### config.mk
export PLATFORM = sky130hd
export DESIGN_NAME = alu_seq_flat
export DESIGN_NICKNAME = d
export VERILOG_FILES = /design/src/rtl/alu_seq_pkg.sv /design/src/rtl/alu_seq_if.sv /design/src/rtl/alu_seq_mul_iter.sv /design/src/rtl/alu_seq.sv /design/src/flat_wrapper.sv
export SDC_FILE = /design/constraint.sdc
export NUM_CORES = 1
export LEC_CHECK = 0
export ABC_AREA = 1
export CAP_MARGIN = 30
export CORE_AREA = 10 10 91 93
export CTS_BUF_LIST = sky130_fd_sc_hd__clkbuf_4 sky130_fd_sc_hd__clkbuf_8
export CTS_CLUSTER_SIZE = 40
export DETAILED_ROUTE_END_ITERATION = 16
export DIE_AREA = 0 0 101 103
export PLACE_DENSITY = 0.87
export SLEW_MARGIN = 10
export SYNTH_ARGS = -nofsm -noshare
export SYNTH_HDL_FRONTEND = slang
export SYNTH_SLANG_ARGS = --single-unit
### constraint.sdc
create_clock -name clk -period 4.95 [get_ports clk]
set_input_delay 0.495 -clock clk [delete_from_list [all_inputs] [get_ports clk]]
set_output_delay 0.495 -clock clk [all_outputs]
set_load 0.02 [all_outputs]
### src/rtl/alu_seq_pkg.sv
// Shared opcodes and FSM encoding for the sequential ALU.
package alu_seq_pkg;

  localparam int SEL_W = 3;

  localparam logic [SEL_W-1:0] OP_ADD = 3'b000;
  localparam logic [SEL_W-1:0] OP_SUB = 3'b001;
  localparam logic [SEL_W-1:0] OP_AND = 3'b010;
  localparam logic [SEL_W-1:0] OP_OR  = 3'b011;
  localparam logic [SEL_W-1:0] OP_XOR = 3'b100;
  localparam logic [SEL_W-1:0] OP_MUL = 3'b101;
  localparam logic [SEL_W-1:0] OP_CMP = 3'b110;
  localparam logic [SEL_W-1:0] OP_NOP = 3'b111;

  typedef enum logic [1:0] {
    IDLE    = 2'd0,
    MUL_RUN = 2'd1,
    DONE    = 2'd2
  } state_t;

endpackage

### src/rtl/alu_seq_if.sv
// Operand/result handshake bundle between operand fetch and writeback.
interface alu_seq_if
  import alu_seq_pkg::*;
#(
  parameter int WIDTH = 8
);
  logic             in_valid;
  logic             in_ready;
  logic [WIDTH-1:0] a;
  logic [WIDTH-1:0] b;
  logic [SEL_W-1:0] sel;
  logic             out_valid;
  logic             out_ready;
  logic [WIDTH-1:0] result;
  logic [WIDTH-1:0] result_hi;
  logic             zero;
  logic             carry;
  logic             overflow;
  logic             negative;
  logic             busy;

  modport master (
    output in_valid, a, b, sel, out_ready,
    input  in_ready, out_valid, result, result_hi,
    input  zero, carry, overflow, negative, busy
  );

  modport slave (
    input  in_valid, a, b, sel, out_ready,
    output in_ready, out_valid, result, result_hi,
    output zero, carry, overflow, negative, busy
  );
endinterface

### src/rtl/alu_seq_mul_iter.sv
// Iterative shift-add unsigned multiplier, fixed WIDTH-cycle latency.
// hi/lo present the product as it will stand after the current edge; they are final when done=1.
module alu_seq_mul_iter #(
  parameter int WIDTH = 8
) (
  input  logic             clk,
  input  logic             rst_n,
  input  logic             start,
  input  logic [WIDTH-1:0] a,
  input  logic [WIDTH-1:0] b,
  output logic             done,
  output logic [WIDTH-1:0] hi,
  output logic [WIDTH-1:0] lo
);
  localparam int CNT_W = $clog2(WIDTH + 1);
  localparam logic [CNT_W-1:0] LAST = CNT_W'(WIDTH - 1);

  logic [WIDTH-1:0] mcand;
  logic [WIDTH-1:0] acc_hi;
  logic [WIDTH-1:0] acc_lo;
  logic [CNT_W-1:0] cnt;
  logic             run;
  logic [WIDTH:0]   add;

  // acc_lo starts as the multiplier and is consumed LSB-first as product bits shift in
  always_comb begin
    add = {1'b0, acc_hi};
    if (acc_lo[0]) add = {1'b0, acc_hi} + {1'b0, mcand};
  end

  assign hi   = add[WIDTH:1];
  assign lo   = {add[0], acc_lo[WIDTH-1:1]};
  assign done = run && (cnt == LAST);

  always_ff @(posedge clk or negedge rst_n) begin
    if (!rst_n) begin
      mcand  <= '0;
      acc_hi <= '0;
      acc_lo <= '0;
      cnt    <= '0;
      run    <= 1'b0;
    end else if (start) begin
      mcand  <= a;
      acc_hi <= '0;
      acc_lo <= b;
      cnt    <= '0;
      run    <= 1'b1;
    end else if (run) begin
      acc_hi <= hi;
      acc_lo <= lo;
      cnt    <= cnt + CNT_W'(1);
      if (done) run <= 1'b0;
    end
  end

endmodule

### src/rtl/alu_seq.sv
// Sequential ALU: handshake FSM, single-edge non-MUL datapath, iterative MUL, registered flags.
module alu_seq
  import alu_seq_pkg::*;
#(
  parameter int WIDTH = 8
) (
  input  logic       clk,
  input  logic       rst_n,
  alu_seq_if.slave   bus
);
  typedef struct packed {
    logic [WIDTH-1:0] lo;
    logic             carry;
    logic             ovf;
  } alu_res_t;

  state_t           state, state_nxt;
  logic             accept;
  logic             is_mul;
  logic             mul_start;
  logic             mul_done;
  logic [WIDTH-1:0] mul_hi;
  logic [WIDTH-1:0] mul_lo;
  alu_res_t         alu_r;

  function automatic alu_res_t alu_eval(input logic [WIDTH-1:0] x,
                                        input logic [WIDTH-1:0] y,
                                        input logic [SEL_W-1:0] op);
    logic [WIDTH:0] sum;
    logic [WIDTH:0] diff;
    alu_res_t       r;
    sum  = {1'b0, x} + {1'b0, y};
    diff = {1'b0, x} - {1'b0, y};
    r    = '0;
    case (op)
      OP_ADD: begin
        r.lo    = sum[WIDTH-1:0];
        r.carry = sum[WIDTH];
        r.ovf   = (x[WIDTH-1] == y[WIDTH-1]) && (sum[WIDTH-1] != x[WIDTH-1]);
      end
      OP_SUB: begin
        r.lo    = diff[WIDTH-1:0];
        r.carry = diff[WIDTH];
        r.ovf   = (x[WIDTH-1] != y[WIDTH-1]) && (diff[WIDTH-1] != x[WIDTH-1]);
      end
      OP_AND: r.lo = x & y;
      OP_OR:  r.lo = x | y;
      OP_XOR: r.lo = x ^ y;
      OP_CMP: begin
        r.lo    = {{(WIDTH-1){1'b0}}, (x == y)};
        r.carry = diff[WIDTH];
      end
      default: r = '0;
    endcase
    return r;
  endfunction

  assign accept    = bus.in_valid & bus.in_ready;
  assign is_mul    = (bus.sel == OP_MUL);
  assign mul_start = accept & is_mul;
  assign alu_r     = alu_eval(bus.a, bus.b, bus.sel);

  alu_seq_mul_iter #(.WIDTH(WIDTH)) u_mul (
    .clk   (clk),
    .rst_n (rst_n),
    .start (mul_start),
    .a     (bus.a),
    .b     (bus.b),
    .done  (mul_done),
    .hi    (mul_hi),
    .lo    (mul_lo)
  );

  always_ff @(posedge clk or negedge rst_n) begin
    if (!rst_n) state <= IDLE;
    else        state <= state_nxt;
  end

  always_comb begin
    state_nxt = state;
    case (state)
      IDLE:    if (accept) state_nxt = is_mul ? MUL_RUN : DONE;
      MUL_RUN: if (mul_done) state_nxt = DONE;
      DONE: begin
        if (bus.out_ready) begin
          if (accept) state_nxt = is_mul ? MUL_RUN : DONE;
          else        state_nxt = IDLE;
        end
      end
      default: state_nxt = IDLE;
    endcase
  end

  // in_ready looks through to out_ready so a draining result can be replaced on the same edge
  always_comb begin
    bus.in_ready  = (state == IDLE) || ((state == DONE) && bus.out_ready);
    bus.out_valid = (state == DONE);
    bus.busy      = (state != IDLE);
  end

  always_ff @(posedge clk or negedge rst_n) begin
    if (!rst_n) begin
      bus.result    <= '0;
      bus.result_hi <= '0;
      bus.zero      <= 1'b0;
      bus.carry     <= 1'b0;
      bus.overflow  <= 1'b0;
      bus.negative  <= 1'b0;
    end else if (accept) begin
      if (is_mul) begin
        bus.result    <= '0;
        bus.result_hi <= '0;
        bus.zero      <= 1'b0;
        bus.carry     <= 1'b0;
        bus.overflow  <= 1'b0;
        bus.negative  <= 1'b0;
      end else begin
        bus.result    <= alu_r.lo;
        bus.result_hi <= '0;
        bus.zero      <= (alu_r.lo == '0);
        bus.carry     <= alu_r.carry;
        bus.overflow  <= alu_r.ovf;
        bus.negative  <= alu_r.lo[WIDTH-1];
      end
    end else if ((state == MUL_RUN) && mul_done) begin
      bus.result    <= mul_lo;
      bus.result_hi <= mul_hi;
      bus.zero      <= (mul_lo == '0);
      bus.carry     <= (mul_hi != '0);
      bus.overflow  <= 1'b0;
      bus.negative  <= mul_lo[WIDTH-1];
    end
  end

endmodule

### src/flat_wrapper.sv
// flat-port wrapper written by rule: the top's interface ports become plain ports
module alu_seq_flat import alu_seq_pkg::*;
#(
  parameter int WIDTH = 8
)
  (clk, rst_n, bus_in_valid, bus_a, bus_b, bus_sel, bus_out_ready, bus_in_ready, bus_out_valid, bus_result, bus_result_hi, bus_zero, bus_carry, bus_overflow, bus_negative, bus_busy);
  alu_seq_if #(.WIDTH(WIDTH)) bus_i ();
  input  logic clk;
  input  logic rst_n;
  input wire logic [$bits(bus_i.in_valid)-1:0] bus_in_valid;
  input wire logic [$bits(bus_i.a)-1:0] bus_a;
  input wire logic [$bits(bus_i.b)-1:0] bus_b;
  input wire logic [$bits(bus_i.sel)-1:0] bus_sel;
  input wire logic [$bits(bus_i.out_ready)-1:0] bus_out_ready;
  output wire logic [$bits(bus_i.in_ready)-1:0] bus_in_ready;
  output wire logic [$bits(bus_i.out_valid)-1:0] bus_out_valid;
  output wire logic [$bits(bus_i.result)-1:0] bus_result;
  output wire logic [$bits(bus_i.result_hi)-1:0] bus_result_hi;
  output wire logic [$bits(bus_i.zero)-1:0] bus_zero;
  output wire logic [$bits(bus_i.carry)-1:0] bus_carry;
  output wire logic [$bits(bus_i.overflow)-1:0] bus_overflow;
  output wire logic [$bits(bus_i.negative)-1:0] bus_negative;
  output wire logic [$bits(bus_i.busy)-1:0] bus_busy;
  assign bus_i.in_valid = bus_in_valid;
  assign bus_i.a = bus_a;
  assign bus_i.b = bus_b;
  assign bus_i.sel = bus_sel;
  assign bus_i.out_ready = bus_out_ready;
  assign bus_in_ready = bus_i.in_ready;
  assign bus_out_valid = bus_i.out_valid;
  assign bus_result = bus_i.result;
  assign bus_result_hi = bus_i.result_hi;
  assign bus_zero = bus_i.zero;
  assign bus_carry = bus_i.carry;
  assign bus_overflow = bus_i.overflow;
  assign bus_negative = bus_i.negative;
  assign bus_busy = bus_i.busy;
  alu_seq #(.WIDTH(WIDTH)) u_core (.clk(clk), .rst_n(rst_n), .bus(bus_i));
endmodule
==> metrics.txt <==
status finished, final reports clean; Initial Utilization 0.608; syn_nets ~640; Final Non-Filler Cells approximately 700; share of cells above drive strength 1 0.0535; Post-synth ARST share 1.00; Net Sw Power 904 uW; setup TNS 0 ps; R2R Path End u_core.bus.carry; Synth Flop Type dfrtp_1; CTS clk-pin slew, worst paths 100 ps; Yosys reg bits 50; Fin. Hold Viols 0; post-layout min period around 2700 ps; Max IR drop VDD about 0.00030 V; Post-synth EDFFs 0; Required @ worst endpoint 5190 ps; port bufs 45; GP Congestion roughly 1.0; Die X between 100 and 150 um; Via Count between 4000 and 5000; crit share post-route 0.540; final setup vio count 0; Synth area leader dfrtp_1; Vias/cell just under 6; Synth Instances roughly 580; WL per Instance approximately 17 um; P_leak about 2.4 nW; Worst setup EP type flop; pwr/cell area roughly 430 nW/um^2; clock share of power 0.149; total power 1.97 mW; Area Growth Syn to Fin 14.9%; skew final between 10 and 15 ps; H-tree depth 2; reg-to-reg slack, setup approximately 2800 ps; drt pass-1 iters 7; synth top area cells dfrtp_1 31%, nand2_1 16%, ha_1 11%, inv_1 7.6%, nand3_1 6.3%; Synth Cell Area roughly 4000 sq um; Core Rows 30; Slew HR 0.650; sequential fraction of the synthesis area 0.313; actual slew at the worst max-slew pin between 500 and 600 ps; # fillers 553; worst hold slack ~74 ps; Startpoint Class input port; 1st-iter DRT viols a little over 300; path category of the worst min-delay check in2async; Pint 1.07 mW; clock buffer depth 2; die area about 10000 sq um; CTS buffer count 5; initial antenna violation count 0; placed cell count about 690; fin. max-slew vios 0; CTS tree yes; fin util 0.699; DRC errors left 0; Comb power frac 0.508; RSZ-0062 raised after global routing false; worst reg-to-reg path cell count 13; worst setup path class in2reg; crit path DAT between 2000 and 3000 ps; vias in the first global route around 4100; largest net degree at the start of global routing 38; Detail Route Antenna Nets 0; Setup Buffers After CTS 0; Ports 46; core box area about 6600 sq um; root buffer cell clkbuf_8; Post-Syn Area per Cell 6.94 sq um; hold buffers post-CTS 0; CTS resizes 0; DRT Wirelength 11.6 mm; GRT overflow 0; maxcap violations 0; post-synth top area share 0.313; Ys Warns 0; All-Layer GR Usage 0.228; clk sink count 50; synth unique cells 38; worst r2r src u_core.u_mul.mcand[0]; switching part of the total power 0.458; Peak Freq roughly 370 MHz; Die Y 103 um; global-route wire length before repair around 19 mm; CP Max Fanout 11; ant diodes 0; nets@finish ~680; Final HPWL DP roughly 9.2 mm; Skew-Pair Late Insertion Delay just over 300 ps; Flop pwr share 0.343
## through the flow
step / instance area [sq um] / worst slack [ps]
4_1_cts: 4590 / 2340
5_1_grt: 4590 / 2150
6_report: 4590 / 2280
3_3_place_gp: 4460 / 2050
3_5_place_dp: 4480 / 2020
2_1_floorplan: 4000 / 2970
## layout make-up
cell class	instances	area, sq um	share of cell area
multi-input cells	421	2310	0.504
flip-flops and latches	50	1250	0.272
repair buffers	46	465	0.101
inverters	92	350	0.0763
well taps	80	100	0.0218
clock buffers	5	68.8	0.0150
clock inverters	3	43.8	0.00954
## flip-flops by register name, summed over array words and instances, names as in the netlist
signal / cells
u_core.u_mul.run: 1
u_core.bus.carry: 1
u_core.u_mul.cnt: 4
u_core.state: 2
u_core.bus.result_hi: 8
u_core.bus.overflow: 1
u_core.u_mul.acc_hi: 8
u_core.u_mul.mcand: 8
u_core.u_mul.acc_lo: 8
u_core.bus.negative: 1
u_core.bus.result: 7
u_core.bus.zero: 1
## placed cells by master (no fill, tap or decap), drive strengths merged, types with 7 or more instances in the layout
cell type / count
nand2: 169
nand3: 50
nor2: 56
dfrtp: 50
inv: 92
ha: 34
a21oi: 22
nand4: 10
o21ai: 33
nor3: 7
o22ai: 9
o211ai: 7
clkdlybuf4s50: 44
## cell families (layout without fill, tap and decap cells)
kind of cell               count (synthesis)  after routing  synth area share
and+or+nand+nor                          300            300             0.329
xor gates and xnor gates                   1              1           0.00219
DFF                                       50             50             0.313
adders and majority gates                 37             37             0.122
buffers and inverters                    105            146             0.108
AOI/OAI and AO/OA                         83             83             0.126
## per-layer routing
layer,share of wire,up-vias,track usage
met4,0.040,0,0.124
met5,0,-,0
met3,0.069,43,0.0302
met2,0.49,208,0.395
met1,0.40,1895,0.267
li1,-,1944,-
## worst max-delay path: stages
cell and delay (ps):
clkdlybuf4s50_1 540, inv_1 80, ha_1 510, inv_1 170, a21oi_1 200, nand2_1 140
nand2_1 110, nand3_1 90, nand3_1 100, nand2_1 60, nor2_1 180, nand3_1 100
a21oi_1 120
## cell usage after synthesis, drive strengths merged, types with 3 or more instances
| cell type | count |
|---|---|
| nand2 | 169 |
| inv | 91 |
| nor2 | 56 |
| dfrtp | 50 |
| nand3 | 50 |
| ha | 34 |
| o21ai | 33 |
| a21oi | 22 |
| buf | 13 |
| nand4 | 10 |
| o22ai | 9 |
| nor3 | 7 |
| o211ai | 7 |
| o221ai | 5 |
| fa | 3 |
| nand3b | 3 |
## power by group through the flow
stage          clock network (mW)  registers (mW)  logic, mW
6_report                    0.294           0.677       1.00
5_1_grt                     0.310           0.693       1.11
4_1_cts                     0.293           0.670      0.993
3_5_place_dp                    0           0.677      0.984
3_3_place_gp                    0           0.669      0.956
2_1_floorplan                   0           0.675      0.647
## how the worst max path moves through the flow
stage          cells after the start     start  slack, ps         endpoint
6_report                          13  bus_b[2]       2280  u_core.bus.zero
3_5_place_dp                      13  bus_b[2]       2020  u_core.bus.zero
2_1_floorplan                     13  bus_b[0]       2970  u_core.bus.zero
4_1_cts                           13  bus_b[2]       2340  u_core.bus.zero
5_1_grt                           13  bus_b[2]       2150  u_core.bus.zero
3_3_place_gp                      13  bus_b[2]       2050  u_core.bus.zero
(Power assumes the default switching activity.)
